File: src/rtl/router_pkg.sv
// Shared constants and entry layout for the router ingress path.
// Imported by the queue top and its storage sub-module.
package router_pkg;

  localparam int NUM_PORTS  = 4;
  localparam int ADDR_W     = 2;
  localparam int DROP_CNT_W = 8;
  localparam int DATA_W     = 32;

  localparam logic [DROP_CNT_W-1:0] DROP_MAX = '1;

  typedef struct packed {
    logic [ADDR_W-1:0] addr;
    logic [DATA_W-1:0] data;
  } entry_t;

endpackage

File: src/rtl/sync_fifo.sv
// Single-clock FIFO with registered pointers and occupancy count.
// full/empty derive only from the registered count.
module sync_fifo
  import router_pkg::*;
#(
  parameter int WIDTH = ADDR_W + DATA_W,
  parameter int DEPTH = 8
) (
  input  logic                       clk,
  input  logic                       reset,
  input  logic                       push,
  input  logic                       pop,
  input  logic [WIDTH-1:0]           wdata,
  output logic [WIDTH-1:0]           rdata,
  output logic [$clog2(DEPTH+1)-1:0] count,
  output logic                       full,
  output logic                       empty
);

  localparam int PTR_W = $clog2(DEPTH);
  localparam int CNT_W = $clog2(DEPTH+1);

  logic [WIDTH-1:0] mem_q [DEPTH];

  logic [PTR_W-1:0] wptr_q, wptr_d;
  logic [PTR_W-1:0] rptr_q, rptr_d;
  logic [CNT_W-1:0] count_q, count_d;
  logic             do_push;
  logic             do_pop;

  assign full  = (count_q == CNT_W'(DEPTH));
  assign empty = (count_q == '0);
  assign count = count_q;
  assign rdata = mem_q[rptr_q];

  assign do_push = push & ~full;
  assign do_pop  = pop & ~empty;

  // Power-of-two depth lets the pointers wrap naturally.
  always_comb begin
    wptr_d  = wptr_q;
    rptr_d  = rptr_q;
    count_d = count_q;
    if (do_push) wptr_d = wptr_q + 1'b1;
    if (do_pop)  rptr_d = rptr_q + 1'b1;
    case ({do_push, do_pop})
      2'b10:   count_d = count_q + 1'b1;
      2'b01:   count_d = count_q - 1'b1;
      default: count_d = count_q;
    endcase
  end

  always_ff @(posedge clk) begin
    if (reset) begin
      wptr_q  <= '0;
      rptr_q  <= '0;
      count_q <= '0;
    end else begin
      wptr_q  <= wptr_d;
      rptr_q  <= rptr_d;
      count_q <= count_d;
    end
  end

  always_ff @(posedge clk) begin
    if (!reset && do_push) begin
      mem_q[wptr_q] <= wdata;
    end
  end

endmodule

File: src/rtl/router_ingress_queue.sv
// Ingress queue: buffers {addr,data}, drops words for disabled ports,
// and forwards eligible heads through a registered output stage.
module router_ingress_queue
  import router_pkg::*;
#(
  parameter int DATA_WIDTH = 32,
  parameter int DEPTH      = 8
) (
  input  logic                       clk,
  input  logic                       reset,
  input  logic [DATA_WIDTH-1:0]      in_data,
  input  logic [ADDR_W-1:0]          in_addr,
  input  logic                       in_valid,
  output logic                       in_ready,
  input  logic                       out_ready,
  input  logic [NUM_PORTS-1:0]       port_en,
  output logic [DATA_WIDTH-1:0]      dout,
  output logic                       dout_en,
  output logic [ADDR_W-1:0]          dout_addr,
  output logic [$clog2(DEPTH+1)-1:0] count,
  output logic [DROP_CNT_W-1:0]      drop_cnt
);

  localparam int EW = ADDR_W + DATA_WIDTH;

  logic [EW-1:0]         head;
  logic [ADDR_W-1:0]     head_addr;
  logic [DATA_WIDTH-1:0] head_data;
  logic                  fifo_full;
  logic                  fifo_empty;
  logic                  push;
  logic                  fwd;
  logic                  drop;

  logic [DATA_WIDTH-1:0] dout_q, dout_d;
  logic [ADDR_W-1:0]     dout_addr_q, dout_addr_d;
  logic                  dout_en_q, dout_en_d;
  logic [DROP_CNT_W-1:0] drop_cnt_q, drop_cnt_d;

  assign in_ready = ~fifo_full;
  assign push     = in_valid & in_ready;

  assign head_addr = head[EW-1 -: ADDR_W];
  assign head_data = head[DATA_WIDTH-1:0];

  // A disabled head is discarded even when downstream is stalled.
  assign fwd  = ~fifo_empty & port_en[head_addr] & out_ready;
  assign drop = ~fifo_empty & ~port_en[head_addr];

  sync_fifo #(
    .WIDTH (EW),
    .DEPTH (DEPTH)
  ) u_fifo (
    .clk   (clk),
    .reset (reset),
    .push  (push),
    .pop   (fwd | drop),
    .wdata ({in_addr, in_data}),
    .rdata (head),
    .count (count),
    .full  (fifo_full),
    .empty (fifo_empty)
  );

  always_comb begin
    dout_d      = '0;
    dout_addr_d = '0;
    dout_en_d   = 1'b0;
    drop_cnt_d  = drop_cnt_q;
    if (fwd) begin
      dout_d      = head_data;
      dout_addr_d = head_addr;
      dout_en_d   = 1'b1;
    end
    if (drop && drop_cnt_q != DROP_MAX) begin
      drop_cnt_d = drop_cnt_q + 1'b1;
    end
  end

  always_ff @(posedge clk) begin
    if (reset) begin
      dout_q      <= '0;
      dout_addr_q <= '0;
      dout_en_q   <= 1'b0;
      drop_cnt_q  <= '0;
    end else begin
      dout_q      <= dout_d;
      dout_addr_q <= dout_addr_d;
      dout_en_q   <= dout_en_d;
      drop_cnt_q  <= drop_cnt_d;
    end
  end

  assign dout      = dout_q;
  assign dout_addr = dout_addr_q;
  assign dout_en   = dout_en_q;
  assign drop_cnt  = drop_cnt_q;

endmodule

File: config.mk
export PLATFORM = sky130hd
export DESIGN_NAME = router_ingress_queue
export DESIGN_NICKNAME = d
export VERILOG_FILES = /design/src/rtl/router_pkg.sv /design/src/rtl/sync_fifo.sv /design/src/rtl/router_ingress_queue.sv
export SDC_FILE = /design/constraint.sdc
export NUM_CORES = 1
export LEC_CHECK = 0
export BUFFER_PORTS_ARGS = -buffer_cell sky130_fd_sc_hd__buf_2
export CORE_MARGIN = 2
export CORE_UTILIZATION = 60
export DETAILED_ROUTE_END_ITERATION = 10
export GPL_TIMING_DRIVEN = 0
export PLACE_DENSITY = 0.8
export SLEW_MARGIN = 20
export SYNTH_ARGS = -nofsm -noshare
export SYNTH_HDL_FRONTEND = slang
export SYNTH_SLANG_ARGS = --single-unit
export TNS_END_PERCENT = 20
File: constraint.sdc
create_clock -name clk -period 10.7 [get_ports clk]
set_input_delay 1.605 -clock clk [delete_from_list [all_inputs] [get_ports clk]]
set_output_delay 1.605 -clock clk [all_outputs]
set_load 0.05 [all_outputs]
==> reports/summary.txt <==
Critical Path Slowest Stage Cell -> mux4_2
Total Power -> 0.00327 W
worst reg2reg path depth -> 12
Worst Setup EP -> u_fifo.count[2]
Clk pin slew, worst setup/hold paths -> 0.06 ns
clk_skew -> 0.0101 ns
Slew @ Worst Pin -> 1.01 ns
CP Max Fanout -> 7
R2R Setup Slk -> 6.87 ns
total CTS buffers -> 31
GP Congestion -> 0.767
Worst setup SP type -> flip-flop
vias per cell -> 5.99
Static Leak -> 4.84 nW
Multi-input gate area -> 2770 µm²
WP data arrival -> 4.28 ns
cell breakdown of the critical path -> buf_2 -> mux4_2 -> mux2_2 -> mux4_2 -> a21oi_1 -> ha_1 -> xor2_1 -> ha_1 -> a21oi_1 -> xor2_1 -> or3_1 -> a21oi_1
Starting Density -> 60.5%
DRC viols -> 0
final setup violating endpoints -> 0
Power Density -> 229 nW/µm²
Setup WS post-layout -> 6.87 ns
worst slack, placed -> 6.51 ns
design area -> 14,300 µm²
post-DR wirelength/cell -> 24.1 µm
post-cts resize count -> 0
Final nets -> 802
clk sink count -> 328
first drt pass iteration count -> 5
critical path's top delay family -> multiplexers
H-tree depth -> 1
Routed Antenna Nets -> 0
latest clock arrival within the worst-skew pair -> 0.54 ns
Syn Nets -> 650
worst vdd ir -> 0.150 mV
min-delay worst type -> reg2reg
WHS Path Cells -> 2
Final period util -> 35.8%
Setup TNS Final -> 0 ns
CTS Buffer Depth -> 3
initial antenna violation count -> 4
share of cells above drive strength 1 -> 33.2%
I/O pins -> 90
minimum clock period -> 3.83 ns
largest net degree at the start of global routing -> 20
unrepaired setup endpoints after global routing -> false
first-pass GRT wire length -> 38,900 µm
Slew Limit Fails -> 0
Mean Syn Cell Area -> 20.1 µm²
Crit Path Category -> reg2reg
post-CTS setup buffers -> 0
initial drt markers -> 455
core footprint -> 20,000 µm²
Post-Syn Instances -> 602
number of synthesized register bits -> 328
Hold Buf Count CTS -> 0
synthesis-to-layout area growth -> 17.6%
Final Hold Fails -> 0
Worst path most repeated cell -> a21oi_1
die span in y -> 146 µm
Netlist cell types -> 30
CP Capture Type -> flip-flop
Placement Rows -> 52
routed wire length -> 25,300 µm
CTS tree -> yes
Slew HR -> 32.9%
Port Buf Inserts -> 89
die area -> 21,400 µm²
r2r endpoint -> u_fifo.count[2]
CP Data Required Time -> 11.15 ns
fmax -> 261 MHz
post-synthesis sequential area ratio -> 76.6%
Post-DP HPWL -> 16,000 µm
outcome -> finished, final reports clean
Ys Warns -> 0
vias -> 6,294
total gr overflow -> 0
crit-path max cell delay -> 0.51 ns
sequential cell area -> 9290 µm²
overall global routing resource usage -> 24.2%
Post-DP Area -> 13,200 µm²
max_cap viols -> 0
CP bufs+invs -> 1
clk root buf -> clkbuf_16
die width -> 146 µm
number of global-route vias before repair -> 6,762
Stages on worst setup path -> 12
Synth Cell Area -> 12,100 µm²
Fill cells -> 1,244
[logic make-up (layout without fill, tap and decap cells)]
kind of cell	after synthesis	after routing	share of synthesized area (%)
other cells	0	3	0
buf+inv	32	208	1.04
fa+ha+maj	6	6	0.619
mux	115	115	16.6
compound gates	17	17	0.795
xor+xnor	5	5	0.361
flops	328	328	76.6
simple gates	99	99	3.93
[flip-flops by register name, indices dropped and copies added, names as in the netlist, named ones only]
register,count
dout_addr,2
dout,32
u_fifo.mem_q,272
drop_cnt,8
u_fifo.wptr_q,3
u_fifo.count,4
u_fifo.rptr_q,3
dout_en,1
[worst min path at each step]
stage	startpoint	endpoint
global placement	u_fifo.rptr_q[1]	u_fifo.rptr_q[1]
detailed placement	u_fifo.rptr_q[1]	u_fifo.rptr_q[1]
global route	u_fifo.rptr_q[1]	u_fifo.rptr_q[1]
CTS	u_fifo.rptr_q[1]	u_fifo.rptr_q[1]
finish	u_fifo.rptr_q[1]	u_fifo.rptr_q[1]
floorplan	u_fifo.rptr_q[1]	flip-flop
[layer usage]
| metal | global-route usage (%) | vias up | wire [µm] |
|---|---|---|---|
| li1 | - | 2725 | - |
| met1 | 30.5 | 3244 | 9690 |
| met2 | 42.2 | 258 | 13200 |
| met3 | 4.47 | 65 | 1530 |
| met4 | 9.71 | 2 | 802 |
| met5 | 0 | - | 13 |
[through the flow]
step                      std cells  util (%)  hold WS, ns
after CTS                      1048      71.1        0.520
after detailed placement        991      66.0        0.511
after global routing           1050      71.1        0.546
final                          1051      71.2        0.519
after floorplan                 602         -        0.454
after global placement          961      64.4        0.479
[where the power goes]
part	switching, W	total (W)	internal (W)
Combinational	0.000404	0.000681	0.000277
Clock	0.000444	0.00110	0.000661
Sequential	0.0000345	0.00149	0.00145
Total	0.000882	0.00327	0.00239
[cells in the mapped netlist]
cell      count  area share [%]
edfxtp_1    272              67
mux4_2       68              13
dfxtp_1      56             9.2
nor2_1       49             1.5
mux2i_1      34             2.8
mux2_2       13             1.2
buf_1        11            0.34
clkbuf_1     11            0.34
a21oi_1       9            0.37
nand2_1       9            0.28
nor2b_1       9            0.46
nand3_1       8            0.33
ha_1          6            0.62
nor4_1        6            0.31
buf_2         5            0.21
inv_1         5            0.15
xor2_1        5            0.36
nor3_1        4            0.17
o21ai_0       4            0.17
and3_1        3            0.15
nand4_1       2            0.10
nor4b_1       2            0.14
nor4bb_1      2            0.17
o31ai_1       2            0.12
or3_1         2            0.10
nand2b_1      1           0.052
o21a_1        1           0.062
o41ai_1       1           0.072
or4_1         1           0.062
or4b_1        1           0.083
[worst register-to-register path, stage by stage, from the launching register on]
cell and delay [ns]:
dfxtp_1 0.32, buf_2 0.21, mux4_2 0.51, mux2_2 0.30, mux4_2 0.50, a21oi_1 0.48, ha_1 0.36, xor2_1 0.18
ha_1 0.17, a21oi_1 0.05, xor2_1 0.18, or3_1 0.31, a21oi_1 0.18
[placed cells by master, fill, tap and decap left out, types with 6 or more instances in the layout]
cell type and count:
clkbuf_16 31, mux2i_1 34, buf_1 11, buf_4 11, nor2_1 46, a21oi_1 9, clkbuf_1 21, nand3_1 8
dfxtp_1 56, ha_1 6, edfxtp_1 272, mux4_2 68, nand2_1 9, buf_2 107, nor2b_1 9, mux2_2 13
[cell type report]
cell class                      instances  area share (%)
Sequential cell                       328            65.1
Multi-Input combinational cell        242            19.4
Clock buffer                           42            5.80
Timing Repair Buffer                  119            4.92
Tap cell                              270            2.37
Clock inverter                         15            1.43
Buffer                                 27           0.755
Inverter                                5           0.132
Antenna cell                            3          0.0526
Power figures use the tool's default switching activity.
